===== config.mk =====
export PLATFORM = sky130hd
export DESIGN_NAME = exe_mem_stage
export DESIGN_NICKNAME = d
export VERILOG_FILES = /design/src/rtl/exe_mem_stage.sv
export SDC_FILE = /design/constraint.sdc
export NUM_CORES = 1
export LEC_CHECK = 0
export ABC_AREA = 0
export CORE_AREA = 2 2 218 220
export DETAILED_ROUTE_END_ITERATION = 10
export DIE_AREA = 0 0 220 222
export HOLD_SLACK_MARGIN = 0.03
export PLACE_DENSITY = 0.71
export SYNTH_ARGS = -nofsm -noshare
export SYNTH_HDL_FRONTEND = slang
export SYNTH_SLANG_ARGS = --single-unit

===== constraint.sdc =====
create_clock -name clk -period 4.2 [get_ports clk]
set_input_delay 0.63 -clock clk [delete_from_list [all_inputs] [get_ports clk]]
set_output_delay 0.63 -clock clk [all_outputs]
set_load 0.02 [all_outputs]

===== src/rtl/exe_mem_stage.sv =====
// EX/MEM pipeline boundary: registers the ALU result with its control bundle,
// resolves branches/jumps into a one-cycle redirect, and aligns store data.
module exe_mem_stage #(
  parameter int unsigned N           = 64,
  parameter int unsigned LINK_OFFSET = 4
) (
  input  logic         clk,
  input  logic         rst,
  input  logic         ex_valid,
  output logic         ex_ready,
  input  logic [N-1:0] ex_alu_result,
  input  logic         ex_zero,
  input  logic [N-1:0] ex_pc,
  input  logic [N-1:0] ex_imm,
  input  logic [N-1:0] ex_rs2_data,
  input  logic [4:0]   ex_rd,
  input  logic [2:0]   ex_funct3,
  input  logic         ex_is_branch,
  input  logic         ex_is_jal,
  input  logic         ex_is_jalr,
  input  logic         ex_mem_read,
  input  logic         ex_mem_write,
  input  logic         ex_reg_write,
  output logic         mem_valid,
  input  logic         mem_ready,
  output logic [N-1:0] mem_addr,
  output logic [N-1:0] mem_wdata,
  output logic [7:0]   mem_be,
  output logic [N-1:0] mem_wb_data,
  output logic [4:0]   mem_rd,
  output logic [2:0]   mem_funct3,
  output logic         mem_mem_read,
  output logic         mem_mem_write,
  output logic         mem_reg_write,
  output logic [1:0]   mem_exc,
  output logic         redirect_valid,
  output logic [N-1:0] redirect_pc
);

  logic         taken;
  logic         tgt_mis;
  logic         ls_mis;
  logic         store_ok;
  logic         no_exc;
  logic         capture;
  logic [N-1:0] target;
  logic [7:0]   mask;
  logic [1:0]   exc_n;
  logic [7:0]   be_n;
  logic [N-1:0] wdata_n;
  logic [N-1:0] wb_n;

  // A pending redirect means the EX bundle is the shadow instruction: take it and drop it.
  assign ex_ready = redirect_valid | ~mem_valid | mem_ready;
  assign capture  = ex_valid & ex_ready & ~redirect_valid;

  // Branch resolution, alignment checks and store lane steering for the incoming bundle.
  always_comb begin
    taken    = (ex_is_branch & ex_zero) | ex_is_jal | ex_is_jalr;
    target   = ex_is_jalr ? {ex_alu_result[N-1:1], 1'b0} : ex_pc + ex_imm;
    tgt_mis  = taken & target[1];
    mask     = 8'h00;
    ls_mis   = 1'b0;
    case (ex_funct3[1:0])
      2'd0: begin mask = 8'h01; ls_mis = 1'b0;                   end
      2'd1: begin mask = 8'h03; ls_mis = ex_alu_result[0];       end
      2'd2: begin mask = 8'h0F; ls_mis = |ex_alu_result[1:0];    end
      default: begin mask = 8'hFF; ls_mis = |ex_alu_result[2:0]; end
    endcase
    exc_n = 2'd0;
    if (tgt_mis)                    exc_n = 2'd1;
    else if (ex_mem_read & ls_mis)  exc_n = 2'd2;
    else if (ex_mem_write & ls_mis) exc_n = 2'd3;
    no_exc   = (exc_n == 2'd0);
    store_ok = ex_mem_write & no_exc;
    be_n     = store_ok ? 8'(mask << ex_alu_result[2:0]) : 8'h00;
    wdata_n  = store_ok ? (ex_rs2_data << {ex_alu_result[2:0], 3'b000}) : '0;
    wb_n     = (ex_is_jal | ex_is_jalr) ? ex_pc + N'(LINK_OFFSET) : ex_alu_result;
  end

  always_ff @(posedge clk) begin
    if (rst) begin
      mem_valid      <= 1'b0;
      mem_addr       <= '0;
      mem_wdata      <= '0;
      mem_be         <= 8'h00;
      mem_wb_data    <= '0;
      mem_rd         <= 5'd0;
      mem_funct3     <= 3'd0;
      mem_mem_read   <= 1'b0;
      mem_mem_write  <= 1'b0;
      mem_reg_write  <= 1'b0;
      mem_exc        <= 2'd0;
      redirect_valid <= 1'b0;
      redirect_pc    <= '0;
    end else begin
      if (capture) begin
        mem_valid     <= 1'b1;
        mem_addr      <= ex_alu_result;
        mem_wdata     <= wdata_n;
        mem_be        <= be_n;
        mem_wb_data   <= wb_n;
        mem_rd        <= ex_rd;
        mem_funct3    <= ex_funct3;
        mem_mem_read  <= ex_mem_read & no_exc;
        mem_mem_write <= ex_mem_write & no_exc;
        mem_reg_write <= ex_reg_write & no_exc;
        mem_exc       <= exc_n;
        redirect_pc   <= target;
      end else if (mem_ready) begin
        mem_valid <= 1'b0;
      end
      // Only a fresh capture can raise the pulse, so a stalled jump redirects once.
      redirect_valid <= capture & taken & ~tgt_mis;
    end
  end

endmodule


==> results of run 1 <==
[area by class of cell]
| class | count | area share (%) |
|---|---|---|
| multi-input combinational | 1802 | 44.0 |
| timing repair buffer | 604 | 24.5 |
| sequential | 279 | 23.0 |
| clock buffer | 49 | 4.24 |
| tap | 607 | 3.12 |
| clock inverter | 12 | 0.792 |
| inverter | 24 | 0.370 |
[power groups by stage]
stage	Sequential, mW	Clock (mW)	Combinational (mW)
floorplan	3.15	0	1.09
global placement	2.96	0	2.37
detailed placement	2.96	0	2.38
CTS	2.91	3.33	2.40
global route	2.92	3.43	2.59
finish	2.91	3.26	2.42
[metrics by stage]
step           hold WS [ns]  utilization [%]  power [mW]  cells
6_report              0.451             52.6        8.59   3377
5_1_grt               0.472             52.6        8.95   3377
4_1_cts               0.454             52.6        8.64   3377
3_5_place_dp          0.447             49.9        5.34   3316
3_3_place_gp          0.440             49.9        5.33   3316
2_1_floorplan         0.530                -        4.24   2279
[state kept, by name, indices dropped and copies added (netlist names)]
name	cells
mem_wb_data	64
mem_reg_write	1
mem_funct3	3
mem_addr	64
mem_rd	5
mem_be	8
mem_wdata	64
redirect_pc	64
mem_mem_write	1
mem_mem_read	1
mem_exc	2
mem_valid	1
redirect_valid	1
[worst max-delay path, cell delays in order]
cell and delay [ns]:
clkdlybuf4s50_1 0.49, ha_1 0.20, inv_1 0.06, fa_1 0.40, nand2b_1 0.18, a21o_1 0.17, a21oi_1 0.28, a31oi_1 0.30
o21ai_1 0.29, a31oi_1 0.26, or3_1 0.49, a2111o_1 0.42, a31oi_1 0.16
[how the worst max path moves through the flow]
stage / endpoint / cells after the start
after floorplan: redirect_pc[50] / 12
after global placement: redirect_pc[50] / 13
after detailed placement: redirect_pc[50] / 13
after CTS: redirect_pc[50] / 13
after global routing: redirect_pc[50] / 13
final: redirect_pc[50] / 13
[per-layer routing]
layer | wire length, um | up-vias | track usage (%) | share of wire [%]
li1 | - | 9049 | - | -
met1 | 29700 | 9135 | 35.5 | 39
met2 | 36000 | 921 | 50.4 | 48
met3 | 7090 | 144 | 7.94 | 9.4
met4 | 2800 | 4 | 11.1 | 3.7
met5 | 24 | - | 0 | 0.032
[cells in the mapped netlist (all sizes together), types with 3 or more instances]
| master | instances | area, um^2 |
|---|---|---|
| a31oi | 20 | 125 |
| ha | 64 | 801 |
| nand4 | 37 | 231 |
| buf | 18 | 68.8 |
| mux2i | 54 | 541 |
| nor3b | 3 | 33.8 |
| and3 | 22 | 138 |
| xor2 | 68 | 596 |
| a21o | 29 | 218 |
| o21ai | 149 | 746 |
| nor2b | 9 | 56.3 |
| or2 | 4 | 25.0 |
| nand3b | 12 | 90.1 |
| nor3 | 21 | 105 |
| dfxtp | 279 | 5590 |
| a41oi | 4 | 35.0 |
| nand2 | 327 | 1230 |
| clkbuf | 156 | 586 |
| o22ai | 13 | 81.3 |
| nand2b | 11 | 68.8 |
| a221oi | 4 | 35.0 |
| o211ai | 30 | 225 |
| a21oi | 282 | 1410 |
| and4 | 7 | 61.3 |
| a22oi | 58 | 435 |
| nor4 | 16 | 121 |
| xnor2 | 49 | 429 |
| or3 | 7 | 48.8 |
| o21a | 7 | 52.6 |
| nor2 | 302 | 1140 |
| mux2 | 16 | 180 |
| nand3 | 39 | 195 |
| inv | 23 | 86.3 |
| mux4 | 7 | 158 |
| o211a | 11 | 110 |
| a211oi | 69 | 518 |
| a311oi | 3 | 26.3 |
| o21bai | 14 | 105 |
| o31ai | 8 | 60.1 |
[kinds of logic after synthesis]
| kind of cell | after synthesis |
|---|---|
| and+or+nand+nor | 824 |
| AOI/OAI and AO/OA | 719 |
| DFF | 279 |
| buffers and inverters | 198 |
| xor gates and xnor gates | 117 |
| muxes | 77 |
| adders and majority gates | 65 |
[layout by cell type (no fill, tap or decap), types with 13 or more instances in the layout]
| cell type | netlist | layout |
|---|---|---|
| clkdlybuf4s50_1 | 0 | 549 |
| nand2_1 | 327 | 327 |
| nor2_1 | 299 | 299 |
| a21oi_1 | 282 | 282 |
| dfxtp_1 | 279 | 279 |
| o21ai_0 | 140 | 140 |
| a211oi_1 | 69 | 69 |
| xor2_1 | 68 | 68 |
| ha_1 | 64 | 64 |
| a22oi_1 | 58 | 58 |
| mux2i_1 | 54 | 54 |
| xnor2_1 | 49 | 49 |
| buf_4 | 0 | 48 |
| nand3_1 | 39 | 39 |
| nand4_1 | 37 | 37 |
| clkbuf_16 | 0 | 37 |
| o211ai_1 | 30 | 30 |
| a21o_1 | 29 | 29 |
| inv_1 | 23 | 23 |
| and3_1 | 22 | 22 |
| nor3_1 | 21 | 21 |
| a31oi_1 | 20 | 20 |
| mux2_2 | 16 | 16 |
| nor4_1 | 14 | 14 |
| o21bai_1 | 14 | 14 |
| o22ai_1 | 13 | 13 |
==> impl_metrics.ini, run 1 <==
[run_status]
status = finished clean

[cts]
tritoncts = yes
cts_sinks = 279
max-clock-path-buffers = 3
cts.reportedPaths.clkPinSlew_ns = 0.06
holdBufCountCts = 0
cts_setup_buffers = 0
root_buffer = clkbuf_16
cts_resized = 0
h-tree-depth = 2
clock_latency_ns = 0.55
cts_buffers = 35

[yosys]
async_flop_share_pct = 0
syn-mean-instance-area_um2 = 7.46
yosys_warnings = 0
ys_dominant_reg_cell = dfxtp_1
synth.area.mux_share_pct = 5.16
synth-edff-count = 0
synth_nets = 2619
yosys.area_share.simple_pct = 21.2
synth_cell_types = 69
synth-xor-area-share_pct = 6.02
yosysSeqAreaShare_pct = 32.8
synth_top_family_by_area = compound AO/OA/AOI/OAI gates
synth_area_um2 = 17000
synthAdderAreaFrac_pct = 4.83
syn-instance-count = 2279
synth_compound_gate_area_share_pct = 25.6
ys_seq_elements = 279

[final_layout]
seqCellArea_um2 = 5590
antenna_cells = 0
drive_gt1_share_pct = 5.42
multiInputGateArea_um2 = 10700
syn2layout_area_growth_pct = 42.9
fill_cells = 4440
fin_nets = 3086
design_area_um2 = 24300

[power_and_ir_drop]
leakagePower_nw = 9.26
p_per_area_nw_per_um2 = 353
ir_drop_uv = 286
power.switching_mw = 2.74
power_frac_seq_pct = 33.9
switching_share_pct = 31.9
p_clk_share_pct = 38.0
p_int_mw = 5.85
combPwrFrac_pct = 28.1

[placement]
place_area_um2 = 23100
port_buffers = 554
place_congestion = 0.984
dpl_worst_slack_ns = -0.140
dp_hpwl_um = 56900

[detailed_routing]
dr.pass1.iters = 6
wl_per_cell_um = 22.4
ant_nets = 0
drtIter0Drc = 1808
drcViolationCount = 0
via_per_inst = 5.70
routed_wl_um = 75600
num_vias = 19300

[timing]
setup_viol = 0
setup-tns-final_ns = 0
relSlewSlack_pct = 17.6
layout_min_cycle_time_ns = 3.87
tightest_slew_ns = 1.24
rsz0062_at_grt = no
slew_viol_final = 0
skew_ns = 0.0219
fin_crit_sh_pct = 92.2
finalHoldViolCount = 0
max_freq_ghz = 0.258
worst_slack_ns = 0.329

[floorplanning]
die-area_um2 = 48800
die_x_um = 220
rows = 79
coreArea_um2 = 46300
io_pins = 555
start_util_pct = 36.8
die_y_um = 222

[global_routing]
grt_max_degree = 181
grt_pass1_vias = 18400
antenna_found_initial = 2
globalRouteTotalUtil_pct = 29.7
gr-total-overflow = 0
grt_pass1_wl_um = 113000

[setup_path]
cp.required_ns = 4.67
start_kind = input pin
end_kind = flop
r2r-start = redirect_valid
reg2reg_slack_ns = 1.71
critPathLaunch = ex_pc[0]
worstPathArrival_ns = 4.34
critPathKind = input pin to flop
r2r_cells = 5
crit_fanout = 5
r2r_end = redirect_pc[56]

[run]
cap_viol_max_count = 0

[min_path]
min_path_type = flop to flop
hold_start = mem_wdata[37]
hold_path_end = mem_wdata[37]
hold_depth = 2
(Power assumes the default switching activity.)
==> inputs of run 2 (changes only) <==
- ABC_CLOCK_PERIOD_IN_PS: unset -> 4200
==> results of run 2 <==
Same layout as run 1: the final DEF is identical, and so are final timing and power.
